==> src/rtl/fpu_cmd_seq.sv <==
// Command sequencer for the fpu: a small FIFO of {op,src1,src2,dst} commands and an FSM
// that walks each command through read -> load -> execute -> respond on the fpu SRAM port.
module fpu_cmd_seq #(
    parameter int         DEPTH        = 4,
    parameter int         TIMEOUT      = 15,
    parameter logic [4:0] SCRATCH_ADDR = 5'd31
) (
    input  logic        clk,
    input  logic        taprst,
    input  logic        cmd_valid,
    output logic        cmd_ready,
    input  logic [2:0]  cmd_op,
    input  logic [4:0]  cmd_src1,
    input  logic [4:0]  cmd_src2,
    input  logic [4:0]  cmd_dst,
    output logic        fpu_enable,
    output logic        fpu_ld,
    output logic [2:0]  fpu_opcode,
    output logic [4:0]  fpu_addr1,
    output logic [4:0]  fpu_addr2,
    output logic [4:0]  fpu_addr3,
    output logic [31:0] fpu_inp,
    input  logic        fpu_done,
    input  logic [31:0] fpu_out,
    input  logic [4:0]  fpu_flags,
    input  logic [2:0]  fpu_cmp,
    output logic        rsp_valid,
    output logic [31:0] rsp_data,
    output logic [5:0]  rsp_flags,
    output logic [2:0]  rsp_cmp,
    input  logic        sticky_clr,
    output logic [5:0]  sticky_flags,
    output logic        busy
);
    localparam int PW = $clog2(DEPTH);
    localparam int CW = PW + 1;
    localparam int TW = $clog2(TIMEOUT + 1);

    typedef enum logic [2:0] {S_IDLE, S_READ, S_LOAD, S_EXEC, S_RESP} state_t;

    state_t         state_q, state_d;
    logic [17:0]    mem_q [DEPTH];
    logic [PW-1:0]  wr_ptr_q, rd_ptr_q;
    logic [CW-1:0]  count_q;
    logic [17:0]    cur_q, cur_d;
    logic [TW-1:0]  timer_q, timer_d;
    logic [31:0]    rsp_data_q, rsp_data_d;
    logic [5:0]     rsp_flags_q, rsp_flags_d;
    logic [2:0]     rsp_cmp_q, rsp_cmp_d;
    logic [5:0]     sticky_q, sticky_d;
    logic           push, pop;
    logic [2:0]     head_op;

    assign cmd_ready = (count_q != CW'(DEPTH));
    assign push      = cmd_valid & cmd_ready;
    assign head_op   = mem_q[rd_ptr_q][17:15];
    assign busy      = (state_q != S_IDLE) || (count_q != '0);
    assign fpu_inp   = '0;

    assign rsp_data     = rsp_data_q;
    assign rsp_flags    = rsp_flags_q;
    assign rsp_cmp      = rsp_cmp_q;
    assign sticky_flags = sticky_q;

    always_ff @(posedge clk) begin
        if (push) mem_q[wr_ptr_q] <= {cmd_op, cmd_src1, cmd_src2, cmd_dst};
    end

    always_ff @(posedge clk or negedge taprst) begin
        if (!taprst) begin
            state_q     <= S_IDLE;
            wr_ptr_q    <= '0;
            rd_ptr_q    <= '0;
            count_q     <= '0;
            cur_q       <= '0;
            timer_q     <= '0;
            rsp_data_q  <= '0;
            rsp_flags_q <= '0;
            rsp_cmp_q   <= '0;
            sticky_q    <= '0;
        end else begin
            state_q     <= state_d;
            if (push) wr_ptr_q <= wr_ptr_q + PW'(1);
            if (pop)  rd_ptr_q <= rd_ptr_q + PW'(1);
            count_q     <= count_q + CW'(push) - CW'(pop);
            cur_q       <= cur_d;
            timer_q     <= timer_d;
            rsp_data_q  <= rsp_data_d;
            rsp_flags_q <= rsp_flags_d;
            rsp_cmp_q   <= rsp_cmp_d;
            sticky_q    <= sticky_d;
        end
    end

    // Clear beats a same-cycle response so software never loses a clear to a race.
    always_comb begin
        sticky_d = sticky_q;
        if (sticky_clr)     sticky_d = '0;
        else if (rsp_valid) sticky_d = sticky_q | rsp_flags_q;
    end

    always_comb begin
        state_d     = state_q;
        pop         = 1'b0;
        cur_d       = cur_q;
        timer_d     = timer_q;
        rsp_data_d  = rsp_data_q;
        rsp_flags_d = rsp_flags_q;
        rsp_cmp_d   = rsp_cmp_q;
        fpu_enable  = 1'b0;
        fpu_ld      = 1'b0;
        fpu_opcode  = '0;
        fpu_addr1   = SCRATCH_ADDR;
        fpu_addr2   = '0;
        fpu_addr3   = '0;
        rsp_valid   = 1'b0;

        case (state_q)
            S_IDLE: begin
                timer_d = '0;
                if (count_q != '0) begin
                    pop   = 1'b1;
                    cur_d = mem_q[rd_ptr_q];
                    if (head_op <= 3'd4) begin
                        state_d = S_READ;
                    end else begin
                        rsp_data_d  = '0;
                        rsp_flags_d = 6'b001000;
                        rsp_cmp_d   = '0;
                        state_d     = S_RESP;
                    end
                end
            end
            S_READ, S_LOAD, S_EXEC: begin
                fpu_enable = 1'b1;
                fpu_ld     = (state_q == S_LOAD);
                fpu_opcode = cur_q[17:15];
                fpu_addr1  = cur_q[14:10];
                fpu_addr2  = cur_q[9:5];
                fpu_addr3  = cur_q[4:0];
                if (state_q == S_READ) begin
                    state_d = S_LOAD;
                end else if (state_q == S_LOAD) begin
                    timer_d = '0;
                    state_d = S_EXEC;
                end else if (fpu_done) begin
                    rsp_data_d  = fpu_out;
                    rsp_flags_d = {1'b0, fpu_flags};
                    rsp_cmp_d   = (cur_q[17:15] == 3'd0 || cur_q[17:15] == 3'd4) ? fpu_cmp : 3'b000;
                    state_d     = S_RESP;
                end else if (timer_q == TW'(TIMEOUT)) begin
                    rsp_data_d  = '0;
                    rsp_flags_d = 6'b100000;
                    rsp_cmp_d   = '0;
                    state_d     = S_RESP;
                end else begin
                    timer_d = timer_q + TW'(1);
                end
            end
            S_RESP: begin
                rsp_valid = 1'b1;
                state_d   = S_IDLE;
            end
            default: state_d = S_IDLE;
        endcase
    end
endmodule

==> config.mk <==
export PLATFORM = sky130hd
export DESIGN_NAME = fpu_cmd_seq
export DESIGN_NICKNAME = d
export VERILOG_FILES = /design/src/rtl/fpu_cmd_seq.sv
export SDC_FILE = /design/constraint.sdc
export NUM_CORES = 1
export LEC_CHECK = 0
export BUFFER_PORTS_ARGS = -buffer_cell sky130_fd_sc_hd__buf_2
export CORE_UTILIZATION = 45
export CTS_CLUSTER_DIAMETER = 50
export DETAILED_ROUTE_END_ITERATION = 8
export GPL_TIMING_DRIVEN = 0
export PLACE_DENSITY_LB_ADDON = 0.05
export SYNTH_ARGS = -nofsm -noshare
export SYNTH_HDL_FRONTEND = slang
export SYNTH_SLANG_ARGS = --single-unit
==> constraint.sdc <==
create_clock -name clk -period 3.5 [get_ports clk]
set_input_delay 0.35 -clock clk [delete_from_list [all_inputs] [get_ports clk]]
set_output_delay 0.35 -clock clk [all_outputs]
set_load 0.005 [all_outputs]
==> impl_metrics.env, run 1 <==
export IMPL_slew_viol_final=0
export IMPL_cts_sinks=151
export IMPL_clockBufferDepth=2
export IMPL_cts_resized=0
export IMPL_start_kind="flip-flop"
export IMPL_die_w_um=119.1
export IMPL_yosys_warnings=0
export IMPL_dp_hpwl_mm=8.425
export IMPL_finalNetCount=642
export IMPL_grt_pass1_vias=3723
export IMPL_cts_tree="done"
export IMPL_setup_slack_ps=436.1
export IMPL_wl_per_cell_um=16.69
export IMPL_seq_area_frac_synth_pct=67.07
export IMPL_dieArea_mm2=0.01419
export IMPL_arrival_ps=2710
export IMPL_worstSetupPathType="reg2out"
export IMPL_dp_slack_ps=686.5
export IMPL_drtPass1Iterations=4
export IMPL_drive_above_1_share_pct=42.29
export IMPL_drv_cap=0
export IMPL_cts_root_buf="clkbuf_16"
export IMPL_area_delta_synth_final_pct=28.02
export IMPL_vias_per_cell=4.830
export IMPL_syn_area_mm2=0.006171
export IMPL_ys_ff_latch=151
export IMPL_wl_mm=12.69
export IMPL_cp_slowest_cell="nor2_1"
export IMPL_ant_nets=0
export IMPL_grt_start_max_net_pins=58
export IMPL_h_tree_depth=4
export IMPL_antenna_found_initial=1
export IMPL_max_freq_mhz=326.4
export IMPL_synth_edf_count=72
export IMPL_clk_pin_slew_ps=60
export IMPL_io_pins=165
export IMPL_drc=0
export IMPL_initial_core_util_pct=46.41
export IMPL_clk_latency_ps=420
export IMPL_grt_pass1_wl_mm=20.34
export IMPL_syn_inst=387
export IMPL_portBuffers=132
export IMPL_slowest_delay_ps=530
export IMPL_gr_usage_all_layers_pct=19.47
export IMPL_total_power_uw=7093
export IMPL_drtIter0Drc=183
export IMPL_clock_skew_ps=5.848
export IMPL_end_kind="output pin"
export IMPL_n_antenna_cell=0
export IMPL_crit_path_max_fanout=10
export IMPL_fin_crit_sh_pct=87.54
export IMPL_gp_congestion=0.7470
export IMPL_maxSlewHeadroom_pct=29.21
export IMPL_cp_cell_sequence="clkbuf_1, nor2_1, nor2_1, clkbuf_1, and2_1, buf_2"
export IMPL_crit_required_ps=3150
export IMPL_irDropWorstVdd_uv=645.3
export IMPL_setup_tns_ps=0
export IMPL_hold_class="in2reg"
export IMPL_synth_cell_types=39
export IMPL_hold_violations=0
export IMPL_power_density_mw_per_mm2=897.9
export IMPL_fin_crit_ps=3064
export IMPL_cts_buffers_inserted=17
export IMPL_setup_viol=0
export IMPL_run_status="completed"
export IMPL_rsz0062_at_grt="false"
export IMPL_leakage_uw=0.003610
export IMPL_avgSynthCellArea_um2=15.95
export IMPL_path_delay_family="simple AND/OR/NAND/NOR gates"
export IMPL_n_fill_cell=1075
export IMPL_vias=3671
export IMPL_tightestPinTransition_ps=1062
export IMPL_grt_overflow=0
export IMPL_final_common_cell="buf_2"
export IMPL_synth_flop_cell="dfrtp_1"
export IMPL_hold_ws_ps=143.2
export IMPL_most_common_layout_cells="135 x buf_2, 79 x dfrtp_1, 72 x edfxtp_1"
export IMPL_critical_path_buf_inv_count=3
export IMPL_core_area_mm2=0.01330
export IMPL_num_rows=42
export IMPL_synth_async_sr_flop_share_pct=52.32
export IMPL_dieHeight_um=119.1
[worst paths after layout]
| path | end | depth (start not counted) | start | slack [ps] |
|---|---|---|---|---|
| max in group asynchronous | cur_q[3] | 3 | taprst | 2510 |
| setup / recovery | fpu_addr2[3] | 6 | state_q[1] | 440 |
| hold / removal | mem_q[2][6] | 1 | cmd_src2[1] | 140 |
| min in group asynchronous | rsp_data[10] | 2 | taprst | 400 |
| hold reg to reg | rsp_data[21] | 1 | rsp_data[21] | 490 |
| setup reg to reg | count_q[2] | 10 | state_q[0] | 740 |
[kinds of logic after synthesis]
logic type | Yosys count | synth area share [%]
DFF | 151 | 67.07
and+or+nand+nor | 62 | 5.515
buffers and inverters | 60 | 6.285
AOI/OAI and AO/OA | 58 | 7.786
muxes | 42 | 10.83
adders and majority gates | 8 | 1.744
xor gates and xnor gates | 5 | 0.7096
other | 1 | 0.06077
[stage by stage]
step | std cells | utilization (%) | instance area, µm²
after detailed placement | 727 | 54.14 | 7198
final | 760 | 59.42 | 7900
after floorplan | 418 | - | 6287
after global placement | 726 | 53.91 | 7168
after CTS | 760 | 59.42 | 7900
after global routing | 760 | 59.42 | 7900
[Yosys cell counts, drive strengths merged, types with 3 or more instances]
library cell	instances	share of area, %
dfrtp	79	32
edfxtp	72	35
a22o	43	6.1
buf	42	5.2
mux2	22	4.1
mux4	17	6.2
and2	16	1.6
nor2	13	0.79
clkbuf	9	0.55
inv	9	0.55
nand2	9	0.55
a21oi	7	0.57
ha	7	1.4
or3	7	0.79
and3	5	0.51
xnor2	4	0.57
mux2i	3	0.49
nor3	3	0.24
o22ai	3	0.30
[per-layer routing]
layer	track usage [%]	vias up	part of all wire [%]
li1	-	1749	-
met1	24.88	1781	44
met2	31.25	126	49
met3	6.322	13	6.1
met4	6.646	2	1.1
met5	0	-	0.079
[where the power goes]
part           switching [µW]  leakage [µW]  internal [µW]
clock                     690      0.000337           1430
combinational            1140       0.00161           1170
sequential                238       0.00166           2430
[layout make-up]
type | count | area, µm² | area share [%]
sequential | 151 | 4139 | 52.39
multi-input combinational | 207 | 1760 | 22.28
timing repair buffer | 134 | 700.7 | 8.869
clock buffer | 19 | 442.9 | 5.607
buffer | 51 | 354.1 | 4.482
clock inverter | 13 | 249.0 | 3.152
tap | 176 | 220.2 | 2.787
inverter | 9 | 33.78 | 0.4276
[worst register-to-register path, delay by kind of cell (launching register included)]
family	cells	cell delay [ps]
DFF	1	400
and+or+nand+nor	2	520
buffers and inverters	3	620
xor gates and xnor gates	2	260
adders and majority gates	3	850
[repair_timing]
action                                 CTS  global route
setup buffers                            0             0
setup endpoints to repair                0             0
hold buffers                             1             0
endpoints found under the hold margin   22             0
[sequential cells by signal (all words and copies together), names as in the netlist]
signal,flops
count_q,3
cur_q,18
mem_q,72
rd_ptr_q,2
rsp_cmp,3
rsp_data,32
rsp_flags,6
state_q,3
sticky_flags,6
timer_q,4
wr_ptr_q,2
(Power assumes the default switching activity.)
==> run 2: changes to the inputs <==
--- a/config.mk
+++ b/config.mk
@@ -11,6 +11,7 @@
 export DETAILED_ROUTE_END_ITERATION = 8
 export GPL_TIMING_DRIVEN = 0
 export PLACE_DENSITY_LB_ADDON = 0.05
+export REMOVE_ABC_BUFFERS = 1
 export SYNTH_ARGS = -nofsm -noshare
 export SYNTH_HDL_FRONTEND = slang
 export SYNTH_SLANG_ARGS = --single-unit
==> constraint.sdc (replaced) <==
create_clock -name clk -period 3.5 [get_ports clk]
set_input_delay 0.7 -clock clk [delete_from_list [all_inputs] [get_ports clk]]
set_output_delay 0.7 -clock clk [all_outputs]
set_load 0.005 [all_outputs]
==> impl_metrics.env, run 2 (synthesis gave the netlist of run 1 again) <==
export IMPL_cp_slowest_cell="dfrtp_1"
export IMPL_area_delta_synth_final_pct=20.76
export IMPL_slew_viol_final=0
export IMPL_fin_cells=710
export IMPL_cts_buffers_inserted=17
export IMPL_comb_power_share_pct=31.0
export IMPL_crit_required_ps=3800
export IMPL_hold_violations=0
export IMPL_irDropWorstVdd_uv=443.4
export IMPL_n_fill_cell=1092
export IMPL_drtIter0Drc=202
export IMPL_fin_crit_sh_pct=90.44
export IMPL_portBuffers=132
export IMPL_grt_start_max_net_pins=46
export IMPL_seqPwrFrac_pct=43.2
export IMPL_cts_tree="done"
export IMPL_cts_resized=0
export IMPL_worstSetupPathType="reg2reg"
export IMPL_drv_cap=0
export IMPL_num_rows=42
export IMPL_clockBufferDepth=2
export IMPL_initial_core_util_pct=46.41
export IMPL_cellInternalPower_uw=4542
export IMPL_placed_cells_incl_taps=678
export IMPL_most_common_layout_cells="131 x buf_2, 79 x dfrtp_1, 72 x edfxtp_1"
export IMPL_clk_pin_slew_ps=60
export IMPL_h_tree_depth=4
export IMPL_n_antenna_cell=0
export IMPL_pwr_share_clk_pct=25.9
export IMPL_gr_usage_all_layers_pct=17.86
export IMPL_gp_congestion=0.7437
export IMPL_dieHeight_um=119.1
export IMPL_slowest_delay_ps=1180
export IMPL_power_density_mw_per_mm2=875.7
export IMPL_antenna_found_initial=0
export IMPL_leakage_uw=0.003324
export IMPL_io_pins=165
export IMPL_clk_latency_ps=420
export IMPL_hold_class="in2async"
export IMPL_cts_sinks=151
export IMPL_crit_path_max_fanout=42
export IMPL_grt_pass1_vias=3537
export IMPL_cp_cell_sequence="mux4_2, or3_4, o211ai_4, mux2_4"
export IMPL_max_freq_mhz=315.9
export IMPL_tightestPinTransition_ps=1263
export IMPL_final_common_cell="buf_2"
export IMPL_fin_crit_ps=3165
export IMPL_grt_overflow=0
export IMPL_p_sw_uw=1984
export IMPL_post_cts_buffers=0
export IMPL_vias_per_cell=4.999
export IMPL_grt_pass1_wl_mm=18.71
export IMPL_total_power_uw=6526
export IMPL_ant_nets=0
export IMPL_path_delay_family="flip-flops"
export IMPL_wl_per_cell_um=16.52
export IMPL_clock_skew_ps=13.00
export IMPL_vias=3549
export IMPL_cts_root_buf="clkbuf_16"
export IMPL_drtPass1Iterations=4
export IMPL_rsz0062_at_grt="false"
export IMPL_drive_above_1_share_pct=38.95
export IMPL_cts_hold_buf=0
export IMPL_die_w_um=119.1
export IMPL_largest_reg_flops=72
export IMPL_maxSlewHeadroom_pct=15.78
export IMPL_end_kind="flip-flop"
export IMPL_start_kind="flip-flop"
export IMPL_arrival_ps=3470
export IMPL_top_register="mem_q"
export IMPL_dp_hpwl_mm=7.561
export IMPL_dieArea_mm2=0.01419
export IMPL_netSwitchingFraction_pct=30.41
export IMPL_core_area_mm2=0.01330
export IMPL_run_status="completed"
export IMPL_wl_mm=11.73
export IMPL_drc=0
export IMPL_finalNetCount=592
export IMPL_critical_path_buf_inv_count=0
export IMPL_setup_viol=0
## run 2: layout make-up
| class | count | area [µm²] | share of cell area (%) |
|---|---|---|---|
| multi-input cells | 207 | 1772 | 23.77 |
| flip-flops and latches | 151 | 4139 | 55.54 |
| repair buffers | 135 | 733.2 | 9.839 |
| well taps | 176 | 220.2 | 2.955 |
| clock buffers | 23 | 478.0 | 6.414 |
| inverters | 9 | 33.78 | 0.4533 |
| clock inverters | 9 | 76.32 | 1.024 |
## run 2: final timing paths
kind	from	endpoint	slack (ps)	cells after the start
min reg2reg	sticky_flags[4]	sticky_flags[4]	490	2
max	rd_ptr_q[0]	rsp_flags[3]	330	4
max reg2reg	rd_ptr_q[0]	rsp_flags[3]	330	4
min	taprst	rsp_data[13]	240	1
min in group clk	cmd_src2[3]	mem_q[0][8]	490	1
max in group asynchronous	taprst	cur_q[5]	2670	2
## run 2: power groups by stage
stage                     Sequential, µW  Combinational, µW  Clock (µW)
after floorplan                     2770               1280           0
after CTS                           2830               2080        1730
after global routing                2900               2240        1800
final                               2820               2020        1690
after global placement              2840               1990           0
after detailed placement            2860               2060           0
## run 2: per-layer routing
layer	GRT usage [%]	vias to the layer above	routed length, µm	share of wire, %
met1	23.28	1763	5232	45
met2	27.91	129	5557	47
met4	5.934	0	107	0.91
li1	-	1649	-	-
met3	6.226	8	832	7.1
met5	0	-	0	0
## run 2: metrics by stage
stage | hold slack [ps] | area, µm² | setup slack [ps] | setup TNS, ps | util (%)
2_1_floorplan | 404.4 | 5933 | 394.1 | 0 | -
3_3_place_gp | 474.2 | 6814 | -565.5 | -986.8 | 51.25
3_5_place_dp | 476.6 | 6895 | 228.3 | 0 | 51.86
4_1_cts | 247.0 | 7450 | 54.43 | 0 | 56.03
5_1_grt | 262.7 | 7452 | 73.32 | 0 | 56.05
6_report | 242.8 | 7452 | 334.7 | 0 | 56.05
## run 2: worst register-to-register path, delay by kind of cell, from the launching register on
kind / cells / cell delay (ps)
and+or+nand+nor: 1 / 400
AOI/OAI and AO/OA: 1 / 450
DFF: 1 / 1180
muxes: 2 / 1030
==> run 3: changes to the inputs <==
--- a/config.mk
+++ b/config.mk
@@ -7,10 +7,10 @@
 export LEC_CHECK = 0
 export BUFFER_PORTS_ARGS = -buffer_cell sky130_fd_sc_hd__buf_2
 export CORE_UTILIZATION = 45
-export CTS_CLUSTER_DIAMETER = 50
+export CTS_CLUSTER_DIAMETER = 200
 export DETAILED_ROUTE_END_ITERATION = 8
 export GPL_TIMING_DRIVEN = 0
-export PLACE_DENSITY_LB_ADDON = 0.05
+export PLACE_DENSITY = 0.72
 export REMOVE_ABC_BUFFERS = 1
 export SYNTH_ARGS = -nofsm -noshare
 export SYNTH_HDL_FRONTEND = slang
==> constraint.sdc (replaced) <==
create_clock -name clk -period 3.5 [get_ports clk]
set_input_delay 1.05 -clock clk [delete_from_list [all_inputs] [get_ports clk]]
set_output_delay 1.05 -clock clk [all_outputs]
set_load 0.005 [all_outputs]
==> impl_metrics.env, run 3 (synthesis gave the netlist of run 1 again) <==
export IMPL_ant_nets=0
export IMPL_wl_per_cell_um=16.74
export IMPL_rsz0062_at_grt="false"
export IMPL_num_rows=42
export IMPL_cts_buffers_inserted=17
export IMPL_n_fill_cell=1074
export IMPL_drc=0
export IMPL_dp_hpwl_mm=7.879
export IMPL_top_register="mem_q"
export IMPL_portBuffers=132
export IMPL_vias=3590
export IMPL_irDropWorstVdd_uv=571.5
export IMPL_holdPathEnd="rsp_data[4]"
export IMPL_initial_core_util_pct=46.41
export IMPL_total_power_uw=6596
export IMPL_gp_congestion=0.7604
export IMPL_worstSetupPathType="reg2out"
export IMPL_fin_crit_ps=3158
export IMPL_cts_root_buf="clkbuf_16"
export IMPL_setup_viol=0
export IMPL_rr_endpoint="count_q[2]"
export IMPL_tightestPinTransition_ps=1134
export IMPL_clk_pin_slew_ps=60
export IMPL_slew_viol_final=0
export IMPL_dieArea_mm2=0.01419
export IMPL_max_freq_mhz=316.6
export IMPL_clk_latency_ps=420
export IMPL_hold_violations=0
export IMPL_n_antenna_cell=0
export IMPL_finalNetCount=592
export IMPL_core_area_mm2=0.01330
export IMPL_r2r_cells=9
export IMPL_h_tree_depth=4
export IMPL_crit_path_max_fanout=16
export IMPL_clock_skew_ps=12.58
export IMPL_r2r_slack_ps=660
export IMPL_timing_rr_start="state_q[2]"
export IMPL_area_delta_synth_final_pct=21.23
export IMPL_hold_class="reg2reg"
export IMPL_maxSlewHeadroom_pct=24.03
export IMPL_io_pins=165
export IMPL_grt_overflow=0
export IMPL_gr_usage_all_layers_pct=18.27
export IMPL_drive_above_1_share_pct=39.33
export IMPL_antenna_found_initial=0
export IMPL_hp_start="rsp_data[4]"
export IMPL_die_w_um=119.1
export IMPL_min_path_cells=1
export IMPL_drv_cap=0
export IMPL_placed_cells_incl_taps=678
export IMPL_power_density_mw_per_mm2=881.7
export IMPL_grt_pass1_wl_mm=19.12
export IMPL_most_common_layout_cells="131 x buf_2, 78 x dfrtp_1, 72 x edfxtp_1"
export IMPL_largest_reg_flops=72
export IMPL_fin_crit_sh_pct=90.24
export IMPL_final_common_cell="buf_2"
export IMPL_drtPass1Iterations=4
export IMPL_arrival_ps=2110
export IMPL_run_status="completed"
export IMPL_vias_per_cell=5.056
export IMPL_leakage_uw=0.003329
export IMPL_cts_tree="done"
export IMPL_dieHeight_um=119.1
export IMPL_drtIter0Drc=142
export IMPL_clockBufferDepth=2
export IMPL_cts_sinks=151
export IMPL_start_kind="flip-flop"
export IMPL_wl_mm=11.88
export IMPL_cts_hold_buf=0
export IMPL_fin_cells=710
export IMPL_grt_start_max_net_pins=46
export IMPL_end_kind="output pin"
export IMPL_crit_required_ps=2450
export IMPL_grt_pass1_vias=3729
==> run 3: stage by stage <==
stage	util [%]	setup slack, ps	hold slack, ps	cell area [µm²]	TNS [ps]
5_1_grt	56.27	194.8	513.3	7481	0
3_3_place_gp	51.25	-469.4	475.1	6814	-797.2
6_report	56.27	341.6	492.3	7481	0
3_5_place_dp	51.96	113.5	479.5	6908	0
4_1_cts	56.22	1.131	496.1	7475	0
2_1_floorplan	-	394.1	462.0	5933	0
==> run 3: where the power goes <==
part	switching, µW	internal, µW	leakage, µW
clock	676	1040	0.000268
sequential	405	2430	0.00166
combinational	938	1110	0.00140
total	2020	4580	0.00333
==> run 3: worst max-delay path by stage <==
stage / from / endpoint / slack [ps] / cells past startpoint
2_1_floorplan: state_q[0] / count_q[2] / 390 / 9
3_3_place_gp: state_q[2] / count_q[2] / -470 / 9
3_5_place_dp: state_q[0] / fpu_addr3[3] / 110 / 4
4_1_cts: state_q[0] / fpu_addr3[3] / 1 / 4
5_1_grt: state_q[0] / fpu_addr3[3] / 190 / 4
6_report: state_q[0] / fpu_addr3[3] / 340 / 4
==> run 3: repair_timing <==
item | 4_1_cts | 5_1_grt
gates resized for setup | 1 | 1
setup endpoints to repair | 14 | 13
setup buffers | 0 | 0
==> run 3: cell type report <==
cell class | count | area [µm²] | area share, %
Sequential cell | 151 | 4140 | 55.34
Clock buffer | 19 | 432.9 | 5.787
Clock inverter | 13 | 131.4 | 1.756
Multi-Input combinational cell | 207 | 1777 | 23.75
Tap cell | 176 | 220.2 | 2.944
Inverter | 9 | 33.78 | 0.4516
Timing Repair Buffer | 135 | 745.7 | 9.968
==> run 3: metal layers <==
metal | track usage (%) | wire, µm | vias to the layer above
li1 | - | - | 1660
met1 | 21.69 | 4970 | 1773
met2 | 30.31 | 5996 | 143
met3 | 6.657 | 729 | 14
met4 | 6.962 | 186 | 0
met5 | 0 | 0 | -
==> run 3: critical path, stage by stage, from the launching register on <==
cell and delay (ps):
dfrtp_1 630, nor2_1 240, nor2_4 440, and2_1 240
buf_2 130
